File: src/rtl/pipe_ctrl_pkg.sv
`default_nettype none
// ============================================================================
// Module   : pipe_ctrl_pkg
// Brief    : Shared types and encodings for the pipeline hazard controller.
// Revision : 1.0 - initial release
// ============================================================================
package pipe_ctrl_pkg;

    typedef enum logic [1:0] {
        RUN      = 2'd0,
        MEM_WAIT = 2'd1,
        MDU_WAIT = 2'd2
    } state_t;

    localparam logic [1:0] FWD_REG         = 2'b00;
    localparam logic [1:0] FWD_WB          = 2'b01;
    localparam logic [1:0] FWD_MEM         = 2'b10;
    localparam logic [1:0] RESULT_SRC_LOAD = 2'b01;

endpackage
`default_nettype wire

File: src/rtl/forward_unit.sv
`default_nettype none
// ============================================================================
// Module   : forward_unit
// Brief    : Operand bypass select for one E-stage source register.
// Revision : 1.0 - initial release
// ============================================================================
module forward_unit
    import pipe_ctrl_pkg::*;
(
    input  logic [4:0] rs_e,
    input  logic [4:0] rd_m,
    input  logic [4:0] rd_w,
    input  logic       reg_write_m,
    input  logic       reg_write_w,
    output logic [1:0] forward_sel
);

    // M is younger than W, so its result wins when both match.
    always_comb begin
        forward_sel = FWD_REG;
        if (reg_write_m && (rd_m != 5'd0) && (rd_m == rs_e)) begin
            forward_sel = FWD_MEM;
        end else if (reg_write_w && (rd_w != 5'd0) && (rd_w == rs_e)) begin
            forward_sel = FWD_WB;
        end
    end

endmodule
`default_nettype wire

File: src/rtl/hazard_ctrl.sv
`default_nettype none
// ============================================================================
// Module   : hazard_ctrl
// Brief    : Stall/flush/forward control for the 5-stage pipeline.
// Revision : 1.0 - initial release
// ============================================================================
module hazard_ctrl
    import pipe_ctrl_pkg::*;
#(
    parameter int MDU_LATENCY = 32,
    parameter int CNT_W       = $clog2(MDU_LATENCY)
) (
    input  logic       clk,
    input  logic       rst_n,
    input  logic [4:0] rs1_d,
    input  logic [4:0] rs2_d,
    input  logic [4:0] rs1_e,
    input  logic [4:0] rs2_e,
    input  logic [4:0] rd_e,
    input  logic [4:0] rd_m,
    input  logic [4:0] rd_w,
    input  logic [1:0] result_src_e,
    input  logic       reg_write_m,
    input  logic       reg_write_w,
    input  logic       pc_src_e,
    input  logic       mdu_start_e,
    input  logic       dmem_req_m,
    input  logic       dmem_ready,
    output logic       stall_f,
    output logic       stall_d,
    output logic       stall_e,
    output logic       stall_m,
    output logic       flush_d,
    output logic       flush_e,
    output logic       flush_m,
    output logic       flush_w,
    output logic [1:0] forward_a_e,
    output logic [1:0] forward_b_e,
    output logic       mdu_busy,
    output logic       mdu_done
);

    state_t             r_state;
    state_t             w_next_state;
    logic [CNT_W-1:0]   r_count;
    logic [CNT_W-1:0]   w_next_count;

    logic w_mem_wait;
    logic w_load_use;
    logic w_stall_f, w_stall_d, w_stall_e, w_stall_m;
    logic w_flush_d, w_flush_e, w_flush_m, w_flush_w;
    logic w_mdu_busy, w_mdu_done;
    logic [1:0] w_fwd_a, w_fwd_b;

    forward_unit u_fwd_a (
        .rs_e        (rs1_e),
        .rd_m        (rd_m),
        .rd_w        (rd_w),
        .reg_write_m (reg_write_m),
        .reg_write_w (reg_write_w),
        .forward_sel (w_fwd_a)
    );

    forward_unit u_fwd_b (
        .rs_e        (rs2_e),
        .rd_m        (rd_m),
        .rd_w        (rd_w),
        .reg_write_m (reg_write_m),
        .reg_write_w (reg_write_w),
        .forward_sel (w_fwd_b)
    );

    assign w_mem_wait = dmem_req_m && !dmem_ready;
    assign w_load_use = (result_src_e == RESULT_SRC_LOAD) && (rd_e != 5'd0) &&
                        ((rd_e == rs1_d) || (rd_e == rs2_d));

    always_ff @(posedge clk or negedge rst_n) begin
        if (!rst_n) begin
            r_state <= RUN;
            r_count <= '0;
        end else begin
            r_state <= w_next_state;
            r_count <= w_next_count;
        end
    end

    // A branch seen while E is frozen is only honoured in the release cycle,
    // when the branch instruction is allowed to leave E.
    always_comb begin
        w_next_state = r_state;
        w_next_count = r_count;
        w_stall_f    = 1'b0;
        w_stall_d    = 1'b0;
        w_stall_e    = 1'b0;
        w_stall_m    = 1'b0;
        w_flush_d    = 1'b0;
        w_flush_e    = 1'b0;
        w_flush_m    = 1'b0;
        w_flush_w    = 1'b0;
        w_mdu_busy   = 1'b0;
        w_mdu_done   = 1'b0;

        case (r_state)
            RUN: begin
                if (w_mem_wait) begin
                    w_stall_f    = 1'b1;
                    w_stall_d    = 1'b1;
                    w_stall_e    = 1'b1;
                    w_stall_m    = 1'b1;
                    w_flush_w    = 1'b1;
                    w_next_state = MEM_WAIT;
                end else if (mdu_start_e) begin
                    w_stall_f    = 1'b1;
                    w_stall_d    = 1'b1;
                    w_stall_e    = 1'b1;
                    w_flush_m    = 1'b1;
                    w_mdu_busy   = 1'b1;
                    w_next_state = MDU_WAIT;
                    w_next_count = CNT_W'(MDU_LATENCY - 2);
                end else if (pc_src_e) begin
                    w_flush_d = 1'b1;
                    w_flush_e = 1'b1;
                end else if (w_load_use) begin
                    w_stall_f = 1'b1;
                    w_stall_d = 1'b1;
                    w_flush_e = 1'b1;
                end
            end
            MEM_WAIT: begin
                if (!dmem_ready) begin
                    w_stall_f = 1'b1;
                    w_stall_d = 1'b1;
                    w_stall_e = 1'b1;
                    w_stall_m = 1'b1;
                    w_flush_w = 1'b1;
                end else begin
                    w_flush_d    = pc_src_e;
                    w_flush_e    = pc_src_e;
                    w_next_state = RUN;
                end
            end
            MDU_WAIT: begin
                w_mdu_busy = 1'b1;
                if (r_count != '0) begin
                    w_stall_f    = 1'b1;
                    w_stall_d    = 1'b1;
                    w_stall_e    = 1'b1;
                    w_flush_m    = 1'b1;
                    w_next_count = r_count - CNT_W'(1);
                end else begin
                    w_mdu_done   = 1'b1;
                    w_flush_d    = pc_src_e;
                    w_flush_e    = pc_src_e;
                    w_next_state = RUN;
                end
            end
            default: begin
                w_next_state = RUN;
                w_next_count = '0;
            end
        endcase
    end

    // Outputs are forced low for the whole time reset is held.
    assign stall_f     = rst_n & w_stall_f;
    assign stall_d     = rst_n & w_stall_d;
    assign stall_e     = rst_n & w_stall_e;
    assign stall_m     = rst_n & w_stall_m;
    assign flush_d     = rst_n & w_flush_d;
    assign flush_e     = rst_n & w_flush_e;
    assign flush_m     = rst_n & w_flush_m;
    assign flush_w     = rst_n & w_flush_w;
    assign mdu_busy    = rst_n & w_mdu_busy;
    assign mdu_done    = rst_n & w_mdu_done;
    assign forward_a_e = rst_n ? w_fwd_a : FWD_REG;
    assign forward_b_e = rst_n ? w_fwd_b : FWD_REG;

endmodule
`default_nettype wire

File: config.mk
export PLATFORM = sky130hd
export DESIGN_NAME = hazard_ctrl
export DESIGN_NICKNAME = d
export VERILOG_FILES = /design/src/rtl/pipe_ctrl_pkg.sv /design/src/rtl/forward_unit.sv /design/src/rtl/hazard_ctrl.sv
export SDC_FILE = /design/constraint.sdc
export NUM_CORES = 1
export LEC_CHECK = 0
export ABC_CLOCK_PERIOD_IN_PS = 2200
export BUFFER_PORTS_ARGS = -buffer_cell sky130_fd_sc_hd__buf_2
export CORE_MARGIN = 2
export CORE_UTILIZATION = 42
export CTS_CLUSTER_SIZE = 40
export DETAILED_ROUTE_END_ITERATION = 12
export PLACE_DENSITY = 0.79
export SYNTH_ARGS = -nofsm -noshare
export SYNTH_HDL_FRONTEND = slang
export SYNTH_SLANG_ARGS = --single-unit
export TNS_END_PERCENT = 100
File: constraint.sdc
create_clock -name clk -period 2.2 [get_ports clk]
set_input_delay 0.33 -clock clk [delete_from_list [all_inputs] [get_ports clk]]
set_output_delay 0.33 -clock clk [all_outputs]
set_load 0.005 [all_outputs]
==> flow_summary.yaml <==
sta:
  finalSetupTns_ns: 0
  rsz0062_at_grt: "false"
  worstMarginPinSlew_ns: 0.430
  max_freq_mhz: 473
  skew_ns: 0.00708
  period_needed_ns: 2.11
  relSlewSlack: 0.713
  period_share: 0.961
  hold_viol: 0
  setup_violations: 0
  whs_ns: 0.0513
  final_max_slew_viol_count: 0
  fin_ws_ns: 0.0857
place:
  dp_hpwl_um: 2130
  place_ws_ns: 0.179
  place_area_sq_mm: 0.00125
  gp_congestion: 0.733
  numPortBuffers: 58
cells_and_area:
  drive_above_1_share: 0.471
  synthToLayoutAreaGrowth_pct: 40.8
  nets: 218
  design_area_sq_mm: 0.00131
  insertedDiodeCount: 0
yosys:
  syn-num-nets: 155
  synthMuxAreaShare: 0.0121
  synth_edf_count: 0
  ys_seq_area_frac: 0.188
  synth.top_cells.by_area: "xor2_1 (23%), dfrtp_1 (19%), xnor2_1 (5.6%), or4_1 (4.0%), ha_1 (2.7%)"
  synth_top_flop_cell: "dfrtp_1"
  synth_compound_area_frac: 0.152
  ys_warn_count: 0
  syn-cell-area_sq_um: 932
  yosys.area.top_type: "xor2_1"
  synthArstFlopShare: 1.00
  synth_commonest_cells: "xor2_1 (25), dfrtp_1 (7), xnor2_1 (6)"
  synth_top_area_frac: 0.235
  ys_ff_latch: 7
  synth_top_family_by_area: "XOR/XNOR gates"
  syn_avg_cell_area_sq_um: 8.63
  yosysMostFrequentCell: "xor2_1"
  synth_cells: 108
  synth-adder-area-share: 0.0268
  synth-xor-area-share: 0.291
  netlist-cell-type-count: 37
  synthSimpleGateAreaFrac: 0.290
cts:
  htree_levels: 1
  cts_max_path_buffers: 2
  cts_buffers: 3
  root_buffer: "clkbuf_4"
  cts_sinks: 7
  insertion_delay_ns: 0.26
  clkTransAtPathRegs_ns: 0.06
  cts_tree: "done"
  hold_buffers: 0
setup_path:
  crit_fanout: 12
  arrival_ns: 1.78
  crit_family: "simple AND/OR/NAND/NOR gates"
  crit_buf_inv: 1
  critPathSlowestCell: "dfrtp_1"
  slowest_delay_ns: 0.51
  worstPathCellList: "nor3b_1 -> o2bb2ai_2 -> nor2b_1 -> buf_2"
  cp.required_ns: 1.87
  path_class: "reg2out"
  cp-end-kind: "output port"
  start_kind: "flip-flop"
die:
  dieWidth_um: 51.1
  floorplan.initialDensity: 0.434
  core_sq_mm: 0.00215
  chipHeight_um: 51.1
  io_pins: 59
  dieArea_sq_mm: 0.00261
  rows: 17
drt:
  drc: 0
  first_pass_iters: 6
  ant_nets: 0
  post_drt_via_cell_ratio: 5.27
  wire_per_inst_um: 13.1
  drtIter0Drc: 18
  vias: 1044
  drt_wl_total_um: 2600
power_and_ir_drop:
  combPwrFrac: 0.564
  netSwitchingFraction: 0.444
  p_leak_nw: 0.654
  p_per_area_mw_per_mm2: 730
  pwr-share-seq: 0.310
  vdd_drop_max_mv: 0.584
  p_int_mw: 0.533
  switchingPower_mw: 0.425
  pwr-share-clk: 0.126
hold_path:
  min_path_type: "in2async"
global_routing:
  grt-ovfl-total: 0
  grt_pass1_wl_um: 4010
  antenna_found_initial: 0
  first_global_vias: 1017
  track_usage: 0.201
  grt_max_degree: 13
flow_run:
  drv_cap: 0
outcome:
  status: "finished clean"
worst paths after layout:
check | from | slack, ns | end | cells after the start
setup / recovery | r_state[1] | 0.09 | flush_m | 4
hold / removal | rst_n | 0.05 | r_count[2] | 2
setup reg to reg | r_count[0] | 0.36 | r_count[2] | 7
hold reg to reg | r_count[1] | 0.57 | r_count[1] | 1
max in group asynchronous | rst_n | 2.00 | r_state[0] | 2
min in group clk | dmem_req_m | 0.53 | r_state[1] | 3
cell usage in the layout (no fill, tap or decap), drive strengths merged, types with 5 or more instances in the layout:
cell type | synthesis | routed
or4 | 5 | 5
nor2 | 5 | 5
dfrtp | 7 | 7
o21ai | 5 | 5
and2 | 5 | 5
buf | 2 | 61
xnor2 | 6 | 6
inv | 5 | 5
xor2 | 25 | 25
sequential cells by signal, summed over array words and instances, names as in the netlist:
signal	flops
r_count	5
r_state	2
what timing repair did:
action | in CTS | in global routing
gates resized for setup | 2 | 6
setup endpoints to repair | 3 | 4
buffers inserted | 1 | 1
pin swaps | 0 | 3
endpoints found under the hold margin | 0 | 0
gates cloned | 0 | 0
power groups by stage:
stage	registers (mW)	clock network [mW]	logic, mW
3_5_place_dp	0.279	0	0.495
3_3_place_gp	0.277	0	0.467
2_1_floorplan	0.243	0	0.359
4_1_cts	0.287	0.123	0.519
5_1_grt	0.309	0.131	0.591
6_report	0.298	0.121	0.540
worst register-to-register path: stages, from the launching register on:
cell      delay [ns]
dfrtp_1         0.38
inv_2           0.06
ha_1            0.19
nor4b_4         0.14
and3b_2         0.21
buf_4           0.13
o21bai_1        0.21
a221o_1         0.39
kinds of logic (layout without fill, tap and decap cells):
family / after synthesis / in the layout
AO/OA/AOI/OAI: 18 / 18
XOR/XNOR: 31 / 31
multiplexers: 1 / 1
adder cells (fa/ha/maj): 2 / 2
buffers and inverters: 8 / 70
flip-flops: 7 / 7
AND/OR/NAND/NOR: 41 / 41
layout make-up:
class	instances	area, sq um
clock buffers	3	22.5
clock inverters	1	5.00
fillers	205	836
inverters	5	18.8
multi-input cells	93	743
flip-flops and latches	7	175
well taps	28	35.0
repair buffers	61	313
metal layers:
layer	vias up	global-route usage	wire (um)
li1	508	-	-
met1	469	0.190	972
met2	59	0.429	1390
met3	8	0.0351	214
met4	0	0.0495	27
met5	-	0	0
metrics by stage:
stage | utilization | power [mW] | instances
floorplan | - | 0.602 | 108
global route | 0.611 | 1.03 | 198
global placement | 0.580 | 0.744 | 192
CTS | 0.603 | 0.929 | 197
finish | 0.611 | 0.959 | 198
detailed placement | 0.580 | 0.773 | 192
Note: power is estimated with default switching activity, not from simulation.
